### src/rtl/if_fetch_stage.sv
// if_fetch_stage: PC owner and instruction fetch with single outstanding request and 2-entry output queue
module if_fetch_stage #(
  parameter int PC_WIDTH = 32,
  parameter int INSTR_WIDTH = 32,
  parameter logic [PC_WIDTH-1:0] RESET_PC = '0
) (
  input  logic                   clk_i,
  input  logic                   rst_i,
  input  logic                   stall_i,
  input  logic                   redirect_i,
  input  logic [PC_WIDTH-1:0]    redirect_pc_i,
  output logic                   imem_req_o,
  output logic [PC_WIDTH-1:0]    imem_addr_o,
  input  logic                   imem_gnt_i,
  input  logic                   imem_rvalid_i,
  input  logic [INSTR_WIDTH-1:0] imem_rdata_i,
  output logic                   valid_o,
  output logic [PC_WIDTH-1:0]    pc_plus4_o,
  output logic [INSTR_WIDTH-1:0] instr_o,
  output logic                   if_flush_o
);
  logic [PC_WIDTH-1:0] fetch_pc_q, fetch_pc_d, out_pc_q, out_pc_d;
  logic out_q, out_d, kill_q, kill_d;
  logic [PC_WIDTH-1:0] pc4_q [2];
  logic [PC_WIDTH-1:0] pc4_d [2];
  logic [INSTR_WIDTH-1:0] ins_q [2];
  logic [INSTR_WIDTH-1:0] ins_d [2];
  logic rd_q, rd_d, wr_q, wr_d;
  logic [1:0] cnt_q, cnt_d;
  logic grant, resp, push, pop;
  always_comb begin
    imem_req_o = !rst_i && !out_q && cnt_q < 2'd2 && !redirect_i;
    imem_addr_o = fetch_pc_q;
    if_flush_o = redirect_i && !rst_i;
    valid_o = cnt_q != 2'd0;
    pc_plus4_o = valid_o ? pc4_q[rd_q] : '0;
    instr_o = valid_o ? ins_q[rd_q] : '0;
    grant = imem_req_o && imem_gnt_i;
    resp = imem_rvalid_i && out_q;
    push = resp && !kill_q && !redirect_i;
    pop = valid_o && !stall_i && !redirect_i;
    fetch_pc_d = fetch_pc_q;
    out_pc_d = out_pc_q;
    out_d = out_q;
    kill_d = kill_q;
    pc4_d = pc4_q;
    ins_d = ins_q;
    rd_d = rd_q;
    wr_d = wr_q;
    cnt_d = cnt_q + 2'(push) - 2'(pop);
    if (redirect_i) begin
      fetch_pc_d = redirect_pc_i & ~PC_WIDTH'(3);
      cnt_d = '0;
      rd_d = 1'b0;
      wr_d = 1'b0;
      // a response landing now retires the stale request; otherwise its later response must be dropped
      out_d = out_q && !imem_rvalid_i;
      kill_d = out_d;
    end else begin
      if (grant) begin
        out_d = 1'b1;
        out_pc_d = fetch_pc_q;
        fetch_pc_d = fetch_pc_q + PC_WIDTH'(4);
      end
      if (resp) begin
        out_d = 1'b0;
        kill_d = 1'b0;
      end
      if (push) begin
        pc4_d[wr_q] = out_pc_q + PC_WIDTH'(4);
        ins_d[wr_q] = imem_rdata_i;
        wr_d = !wr_q;
      end
      if (pop) rd_d = !rd_q;
    end
  end
  always_ff @(posedge clk_i) begin
    if (rst_i) begin
      fetch_pc_q <= RESET_PC;
      out_q <= 1'b0;
      kill_q <= 1'b0;
      rd_q <= 1'b0;
      wr_q <= 1'b0;
      cnt_q <= '0;
    end else begin
      fetch_pc_q <= fetch_pc_d;
      out_q <= out_d;
      kill_q <= kill_d;
      rd_q <= rd_d;
      wr_q <= wr_d;
      cnt_q <= cnt_d;
    end
  end
  always_ff @(posedge clk_i) begin
    out_pc_q <= out_pc_d;
    pc4_q <= pc4_d;
    ins_q <= ins_d;
  end
endmodule

### config.mk
export PLATFORM = sky130hd
export DESIGN_NAME = if_fetch_stage
export DESIGN_NICKNAME = d
export VERILOG_FILES = /design/src/rtl/if_fetch_stage.sv
export SDC_FILE = /design/constraint.sdc
export NUM_CORES = 1
export LEC_CHECK = 0
export BUFFER_PORTS_ARGS = -buffer_cell sky130_fd_sc_hd__buf_2
export CORE_UTILIZATION = 60
export CTS_BUF_LIST = sky130_fd_sc_hd__clkbuf_4 sky130_fd_sc_hd__clkbuf_8
export CTS_CLUSTER_SIZE = 30
export DETAILED_ROUTE_END_ITERATION = 10
export HOLD_SLACK_MARGIN = 0.12
export PLACE_DENSITY = 0.82
export SYNTH_ARGS = -nofsm -noshare
export SYNTH_HDL_FRONTEND = slang
export SYNTH_SLANG_ARGS = --single-unit
### constraint.sdc
create_clock -name clk_i -period 15.9 [get_ports clk_i]
set_input_delay 3.975 -clock clk_i [delete_from_list [all_inputs] [get_ports clk_i]]
set_output_delay 3.975 -clock clk_i [all_outputs]
set_load 0.02 [all_outputs]
-- After elaboration in Yosys (flattened, before gate mapping)
Cells that the tools add are included.
- bits in registers: 198
- input port bits: 70
- output and inout port bits: 99
- add/sub/neg operators: 4
- order comparisons: 4
- multiplexer cells: 19
- bitwise gates (word level): 3
- reductions and logical operators: 27
- operators by type and width (cell ; number):
    $mux 32 ; 11
    $bwmux 64 ; 2
    $add 32x3->32 const B ; 2
    $demux 32 s1 ; 1
    $logic_and 1x1->1 ; 12
    $logic_not 1->1 ; 8
    $reduce_bool 2->1 ; 3
    $mux 1 ; 5
    $ge 2x2->1 const B ; 2
    $not 1->2 ; 2
    $reduce_and 2->1 ; 2
    $reduce_bool 3->1 ; 1
    $add 2x1->2 ; 1
    $lt 2x1->1 const B ; 1
    $lt 2x2->1 const B ; 1
    $reduce_or 2->1 ; 1
    $sub 2x1->2 ; 1
    $not 1->1 ; 1

-- Depth between registers and ports, before layout
Gate-level depths: netlist (run 1).
- depth after elaboration: 8
- depth in mapped cells: 10
- mapped depth without buffers: 9

-- Worst setup path after synthesis (run 1)
No wires, ideal clock.
- kind: input-to-output
- start point: input redirect_i
- end point: output imem_req_o
- arrival time: 5.033 ns
- required time: 11.925 ns
- slack: 6.892 ns
- stages on the path: 4
- path through: clkbuf_1 or2_2 clkbuf_1 nor3_1
- word-level cells in the longest chain between the ends: 2
- RTL lines (element ; RTL line ; text):
    from (decl) ; 10 ; input logic redirect_i,
    $logic_not 1->1 ; 32 ; imem_req_o = !rst_i && !out_q && cnt_q < 2'd2 && !redirect_i;
    $logic_and 1x1->1 ; 32 ;
    to (decl) ; 12 ; output logic imem_req_o,
Every way passes these cells.

-- Worst setup path after layout (run 1)
- start point: input redirect_i
- end point: output if_flush_o
- word-level cells in the longest chain between the ends: 1
- RTL lines (element ; RTL line ; text):
    $logic_and 1x1->1 ; 34 ; if_flush_o = redirect_i && !rst_i;
    to (decl) ; 20 ; output logic if_flush_o
Every way passes these cells.

==> reports/metrics.cfg, run 1 <==
[outcome]
status=completed

[clock_network]
htreeDepth=4
cts_buffer_depth=2
cts_tree=built
root_buffer=clkbuf_8
clkTransAtPathRegs_ps=90
cts_repair_resize_count=0
cts_setup_buffers=0
numCtsBuffers=17
cts_sinks=190
hold_buffers=0
clk-insertion-delay-late_ps=470

[routing]
vias=5966
first_iter_violations=477
wl_met2_microns=8856
routed_wl_microns=17880
drt_pass1_iterations=5
viasPerCell=5.907
drt-wirelength-per-cell_microns=17.70
top_layer=met4
m1WireLength_microns=7369
dr_wl_met3_microns=1323
drcViolationCount=0
ant_nets=0

[synth]
ys_warn_count=0
synth_top_area_frac=0.5484
yosysSeqAreaShare=0.6338
ys_async_sr_fraction=0
synth_area_leaders=edfxtp_1 55%, dfxtp_1 8.5%, mux2i_1 7.5%
syn-mean-instance-area_sq_um=12.57
synth-seq-cells=190
syn_area_sq_um=8433
ys.flop_type=edfxtp_1
synth.distinct_cells=59
yosysTopAreaCell=edfxtp_1
synth_edf_count=154
syn_inst=671

[layout]
layout-drive-gt1-share=0.2590
area_delta_synth_final_pct=15.33
multi_input_comb_area_sq_um=2875
seqCellArea_sq_um=5349
layout.cells.non_filler=1010
fillers=956
final_cell_area_sq_um=9726
final_util=0.7229
final_nets=895
diodes=0

[timing]
drv_slew=0
fin_crit_ps=9620
tightest_slew_ps=1219
timing.final.ws_setup_ps=6280
finalClockSkew_ps=10.16
fmax_mhz=104.0
finalHoldViolCount=0
finalHoldWorstSlack_ps=538.3
setup_violations=0
tns_ps=0
rsz0062_at_grt=no
post-route-period-util=0.6050
relSlewSlack=0.1864

[die]
core-area_sq_um=13450
num_rows=42
die_y_microns=120.6
die_w_microns=120.6
dieArea_sq_um=14530
initial_utilization=0.6269
io-pin-count=169

[setup_path]
rr_worst_depth=5
start_kind=input pin
critPathKind=input pin to output pin
endpoint_kind=output pin
crit_arrival_ps=5640
path_cells=buf_2 -> inv_1 -> nor2_1 -> buf_2
critical_path_buf_inv_count=3
crit_fanout=39
cp.required_ps=11930
slowest_stage=inv_1
worst-path-stages=4
slowest_delay_ps=660
path_delay_family=buffers and inverters
crit_path_frequent_cell=buf_2

[worst_hold_path]
holdPathStages=0
hold_class=flip-flop to flip-flop

[run]
max_cap_viol_count=0

[place]
dp.cells=978
post-dp-hpwl_microns=12120
gp_congestion=0.8820
dp_slack_ps=6309
io_buffers=162
placed_cell_area_sq_um=9338

[grt]
grt_pass1_vias=5750
grt_overflow_total=0
grt_pass1_wl_microns=28450
antenna_found_initial=0
track_usage=0.2554
grt_max_degree=65

[power_and_ir_drop]
p_total_mw=0.9189
vdd_drop_max_mv=0.04830
powerDensity_nw_per_um2=94.48
p_leak_nw=3.546

-- sequential cells by signal (all words and copies together) (netlist names) --
name,flops
cnt_q,2
ins_q,64
out_q,1
imem_addr_o,30
out_pc_q,30
kill_q,1
pc4_q,60
wr_q,1
rd_q,1
-- layer usage --
| metal | track usage | up-vias |
|---|---|---|
| met4 | 0.09028 | 0 |
| met1 | 0.3295 | 2843 |
| met2 | 0.4267 | 278 |
| met5 | 0 | - |
| met3 | 0.05660 | 28 |
| li1 | - | 2817 |
-- final timing paths --
kind                   startpoint  slack [ps]               to
hold / removal    imem_addr_o[31]         540     out_pc_q[31]
hold reg to reg   imem_addr_o[31]         540     out_pc_q[31]
setup / recovery       redirect_i        6280       if_flush_o
setup reg to reg         cnt_q[1]       13150  imem_addr_o[25]
-- cell families (layout without fill, tap and decap cells) --
kind of cell,count (synthesis),count (layout),share of synthesized area
flip-flops,190,190,0.6338
AND/OR/NAND/NOR,259,259,0.1604
adder cells (fa/ha/maj),4,4,0.005935
buffers and inverters,53,213,0.02849
other,1,4,0.0004447
XOR/XNOR,40,40,0.04154
multiplexers,64,64,0.07611
AO/OA/AOI/OAI,60,60,0.05327
-- Yosys cell counts, types with 5 or more instances --
cell type	count
a31oi_1	7
nor3_1	10
buf_1	6
and4_1	7
o211ai_1	6
inv_1	16
a311oi_1	5
and3_1	8
nand3_1	28
or4_1	8
nand2_1	37
a21oi_1	9
and2_1	8
clkbuf_1	21
nor4_1	10
nand4_1	24
edfxtp_1	154
nor2_1	95
xor2_1	9
dfxtp_1	36
xnor2_1	31
mux2i_1	63
a211oi_1	8
-- report_power, final --
part,internal (mW),switching (mW)
logic,0.0203,0.0334
registers,0.545,0.0134
clock network,0.129,0.177
-- layout by cell type (no fill, tap or decap), drive strengths merged, types with 17 or more instances in the layout --
master,netlist,final
nand3,28,28
dfxtp,36,36
inv,16,22
nand2,37,37
edfxtp,154,154
clkbuf,21,17
nor2,95,95
buf,16,165
xnor2,31,31
mux2i,63,63
nand4,25,25
-- cell type report --
class                   count  area share
clock buffers              17     0.02406
clock inverters            15     0.01582
inverters                  16    0.006175
multi-input cells         431      0.2956
flip-flops and latches    190      0.5500
well taps                 176     0.02264
repair buffers            165     0.08568
Power figures use the tool's default switching activity.
==> run 2, diff against run 1 <==
CORE_UTILIZATION = 52   (was 60)
PLACE_DENSITY = 0.75   (was 0.82)
clock period = 8.1 ns   (was 15.9 ns; I/O delays follow)
==> reports/metrics.cfg, run 2 (same netlist as run 1, synthesis figures left out) <==
[outcome]
status=completed

[routing]
vias=5879
drt_pass1_iterations=4
viasPerCell=5.599
drcViolationCount=0
routed_wl_microns=17330
drt-wirelength-per-cell_microns=16.51
first_iter_violations=388
ant_nets=0

[layout]
top_register=ins_q
diodes=0
final_cell_mix=162 x buf_2, 154 x edfxtp_1, 93 x nor2_1
final_cell_area_sq_um=9763
area_delta_synth_final_pct=15.77
largest_register_ff_count=64
top_regs=ins_q: 64 flops, pc4_q: 60 flops
layout-drive-gt1-share=0.2566
final_common_cell=buf_2
final_nets=895

[timing]
setup_violations=0
tns_ps=0
fmax_mhz=177.3
drv_slew=0
finalHoldViolCount=0
tightest_slew_ps=1214
rsz0062_at_grt=no
finalClockSkew_ps=19.40
post-route-period-util=0.6964
relSlewSlack=0.1899
fin_crit_ps=5641

[clock_network]
cts_buffer_depth=2
cts_setup_buffers=0
numCtsBuffers=17
cts_tree=built
clkTransAtPathRegs_ps=100
root_buffer=clkbuf_8
hold_buffers=0
cts_repair_resize_count=0
htreeDepth=4
clk-insertion-delay-late_ps=450
cts_sinks=190

[grt]
antenna_found_initial=0
grt_pass1_vias=5618
track_usage=0.2094
grt_pass1_wl_microns=26900
grt_max_degree=65
grt_overflow_total=0

[setup_path]
crit_arrival_ps=3620
crit_fanout=39
start_kind=input pin
cp.required_ps=6080
critPathKind=input pin to output pin
endpoint_kind=output pin

[place]
placed_cell_area_sq_um=9388
io_buffers=162
post-dp-hpwl_microns=11670
gp_congestion=0.8103

[die]
io-pin-count=169
core-area_sq_um=15890
initial_utilization=0.5309
die_w_microns=129.3
num_rows=46
dieArea_sq_um=16730
die_y_microns=129.3

[run]
max_cap_viol_count=0

[power_and_ir_drop]
p_leak_nw=3.531
powerDensity_nw_per_um2=182.6
vdd_drop_max_mv=0.09290

[worst_hold_path]
hold_class=flip-flop to flip-flop

## run 2: changes by cell type in the layout (fill, tap and decap cells not counted)
cell,before,now
clkinv_1,0,2
clkinv_4,5,3
inv_6,3,2
clkinv_2,1,0
inv_8,3,2
clkbuf_4,0,1
clkinvlp_4,2,4
## run 2: layout make-up
cell class,instances,area (sq um)
Timing Repair Buffer,165,833.3
Clock inverter,14,133.9
Multi-Input combinational cell,431,2875
Fill cell,1325,6122
Tap cell,216,270.3
Clock buffer,18,241.5
Inverter,16,60.06
Sequential cell,190,5349
## run 2: critical path, stage by stage
cell	delay, ps
buf_2	380
inv_1	640
nor2_1	350
buf_2	210
## run 2: final timing paths
path	startpoint	end	slack [ps]	depth (start not counted)
worst max register to register	cnt_q[1]	imem_addr_o[25]	5380	5
worst max-delay path	redirect_i	if_flush_o	2460	4
worst min-delay path	imem_addr_o[7]	out_pc_q[7]	550	0
worst min register to register	imem_addr_o[7]	out_pc_q[7]	550	0
## run 2: metal layers
metal | up-vias | share of wire | track usage
met5 | - | 0 | 0
li1 | 2810 | - | -
met2 | 281 | 0.46 | 0.3400
met4 | 0 | 0.016 | 0.08028
met3 | 25 | 0.086 | 0.04872
met1 | 2763 | 0.44 | 0.2742
## run 2: through the flow
stage               power [mW]  hold slack (ps)  setup slack [ps]  instances    util
finish                   1.783            549.0              2459       1050  0.6146
global route             1.845            561.4              2271       1050  0.6146
CTS                      1.793            544.4              2458       1050  0.6146
detailed placement       1.223            531.5              2472       1018  0.5910
global placement         1.218            521.2              2525       1018  0.5910
floorplan                1.176            498.4              2258        674       -
## run 2: report_power, final
group | switching, mW | leakage, nW | internal [mW]
registers | 0.0263 | 1.69 | 1.07
clock network | 0.330 | 0.178 | 0.251
logic | 0.0650 | 1.66 | 0.0399
total | 0.421 | 3.53 | 1.36
==> run 3, diff against run 2 <==
CORE_UTILIZATION = 57   (was 52)
PLACE_DENSITY = 0.78   (was 0.75)
clock period = 5.3 ns   (was 8.1 ns; I/O delays follow)
==> reports/metrics.cfg, run 3 (same netlist as run 1, synthesis figures left out) <==
[outcome]
status=completed

[timing]
post-route-period-util=0.7228
setup_violations=0
rsz0062_at_grt=no
tightest_slew_ps=1097
finalHoldViolCount=0
relSlewSlack=0.2686
finalClockSkew_ps=12.76
tns_ps=0
fin_crit_ps=3831
fmax_mhz=261.0
drv_slew=0

[layout]
fillers=1082
largest_register_ff_count=64
top_register=ins_q
final_util=0.6721
area_delta_synth_final_pct=15.39
final_nets=897
seqCellArea_sq_um=5349
final_common_cell=buf_2
multi_input_comb_area_sq_um=2875
layout-drive-gt1-share=0.2572
diodes=0
top_regs=ins_q: 64 flops, pc4_q: 60 flops
layout.cells.non_filler=1020
final_cell_mix=162 x buf_2, 154 x edfxtp_1, 93 x nor2_1
final_cell_area_sq_um=9731

[grt]
antenna_found_initial=0
grt_max_degree=65
grt_pass1_vias=5337
grt_pass1_wl_microns=26270
track_usage=0.2281
grt_overflow_total=0

[setup_path]
crit_fanout=42
critPathKind=input pin to output pin
start_kind=input pin
reg2reg_slack_ps=3030
endpoint_kind=output pin
rr_worst_depth=9
crit_arrival_ps=2510
cp.required_ps=3970

[run]
max_cap_viol_count=0

[power_and_ir_drop]
p_leak_nw=3.540
p_total_mw=2.706
vdd_drop_max_mv=0.1412
powerDensity_nw_per_um2=278.1

[routing]
drt-wirelength-per-cell_microns=16.77
drcViolationCount=0
ant_nets=0
drt_pass1_iterations=5
first_iter_violations=463
vias=5838
viasPerCell=5.724
routed_wl_microns=17100

[place]
placed_cell_area_sq_um=9363
gp_congestion=0.8580
post-dp-hpwl_microns=11640
dp.cells=988
io_buffers=162

[clock_network]
cts_sinks=190
clk-insertion-delay-late_ps=450
cts_repair_resize_count=0
root_buffer=clkbuf_8
numCtsBuffers=17
clkTransAtPathRegs_ps=90
cts_setup_buffers=0
cts_tree=built
hold_buffers=0
cts_buffer_depth=2
htreeDepth=4

[die]
core-area_sq_um=14480
initial_utilization=0.5824
die_y_microns=123.6
dieArea_sq_um=15290
die_w_microns=123.6
io-pin-count=169
num_rows=44

[worst_hold_path]
holdPathStages=2
hold_class=flip-flop to flip-flop

-- run 3: changes by cell type in the layout (fill, tap and decap cells not counted), sizes merged --
cell | before | now
clkinv | 5 | 8
clkinvlp | 4 | 3
inv | 20 | 17
buf | 165 | 167
clkbuf | 18 | 19
-- run 3: per-stage QoR --
| step | hold slack (ps) | setup WS (ps) |
|---|---|---|
| after CTS | 537.3 | 1483 |
| after detailed placement | 513.8 | 1478 |
| after global routing | 551.1 | 1385 |
| after floorplan | 498.4 | 157.9 |
| after global placement | 494.8 | 1505 |
| final | 537.3 | 1469 |
-- run 3: routing by layer --
metal	vias to the layer above	share of wire	global-route usage
met5	-	0	0
met4	0	0.025	0.1160
met3	32	0.073	0.04533
met2	235	0.46	0.3542
met1	2753	0.44	0.3058
li1	2818	-	-
-- run 3: worst paths after layout --
| check | from | to |
|---|---|---|
| worst max-delay path | rst_i | imem_req_o |
| worst min-delay path | kill_q | kill_q |
| worst max register to register | cnt_q[1] | cnt_q[1] |
| worst min register to register | kill_q | kill_q |
-- run 3: area by class of cell --
| cell class | count | share of cell area |
|---|---|---|
| clock buffers | 19 | 0.02559 |
| clock inverters | 13 | 0.01222 |
| repair buffers | 167 | 0.08718 |
| flip-flops and latches | 190 | 0.5497 |
| inverters | 16 | 0.006172 |
| well taps | 184 | 0.02366 |
| multi-input cells | 431 | 0.2955 |
-- run 3: worst max-delay path: stages --
cell    delay [ps]
buf_2          600
or2_2          330
nor3_1          60
buf_2          170
-- run 3: where the power goes --
group / switching [mW] / internal [mW] / total [mW] / leakage [nW]
registers: 0.0395 / 1.64 / 1.68 / 1.69
clock network: 0.487 / 0.383 / 0.870 / 0.177
logic: 0.0985 / 0.0617 / 0.160 / 1.67
total: 0.625 / 2.08 / 2.71 / 3.54
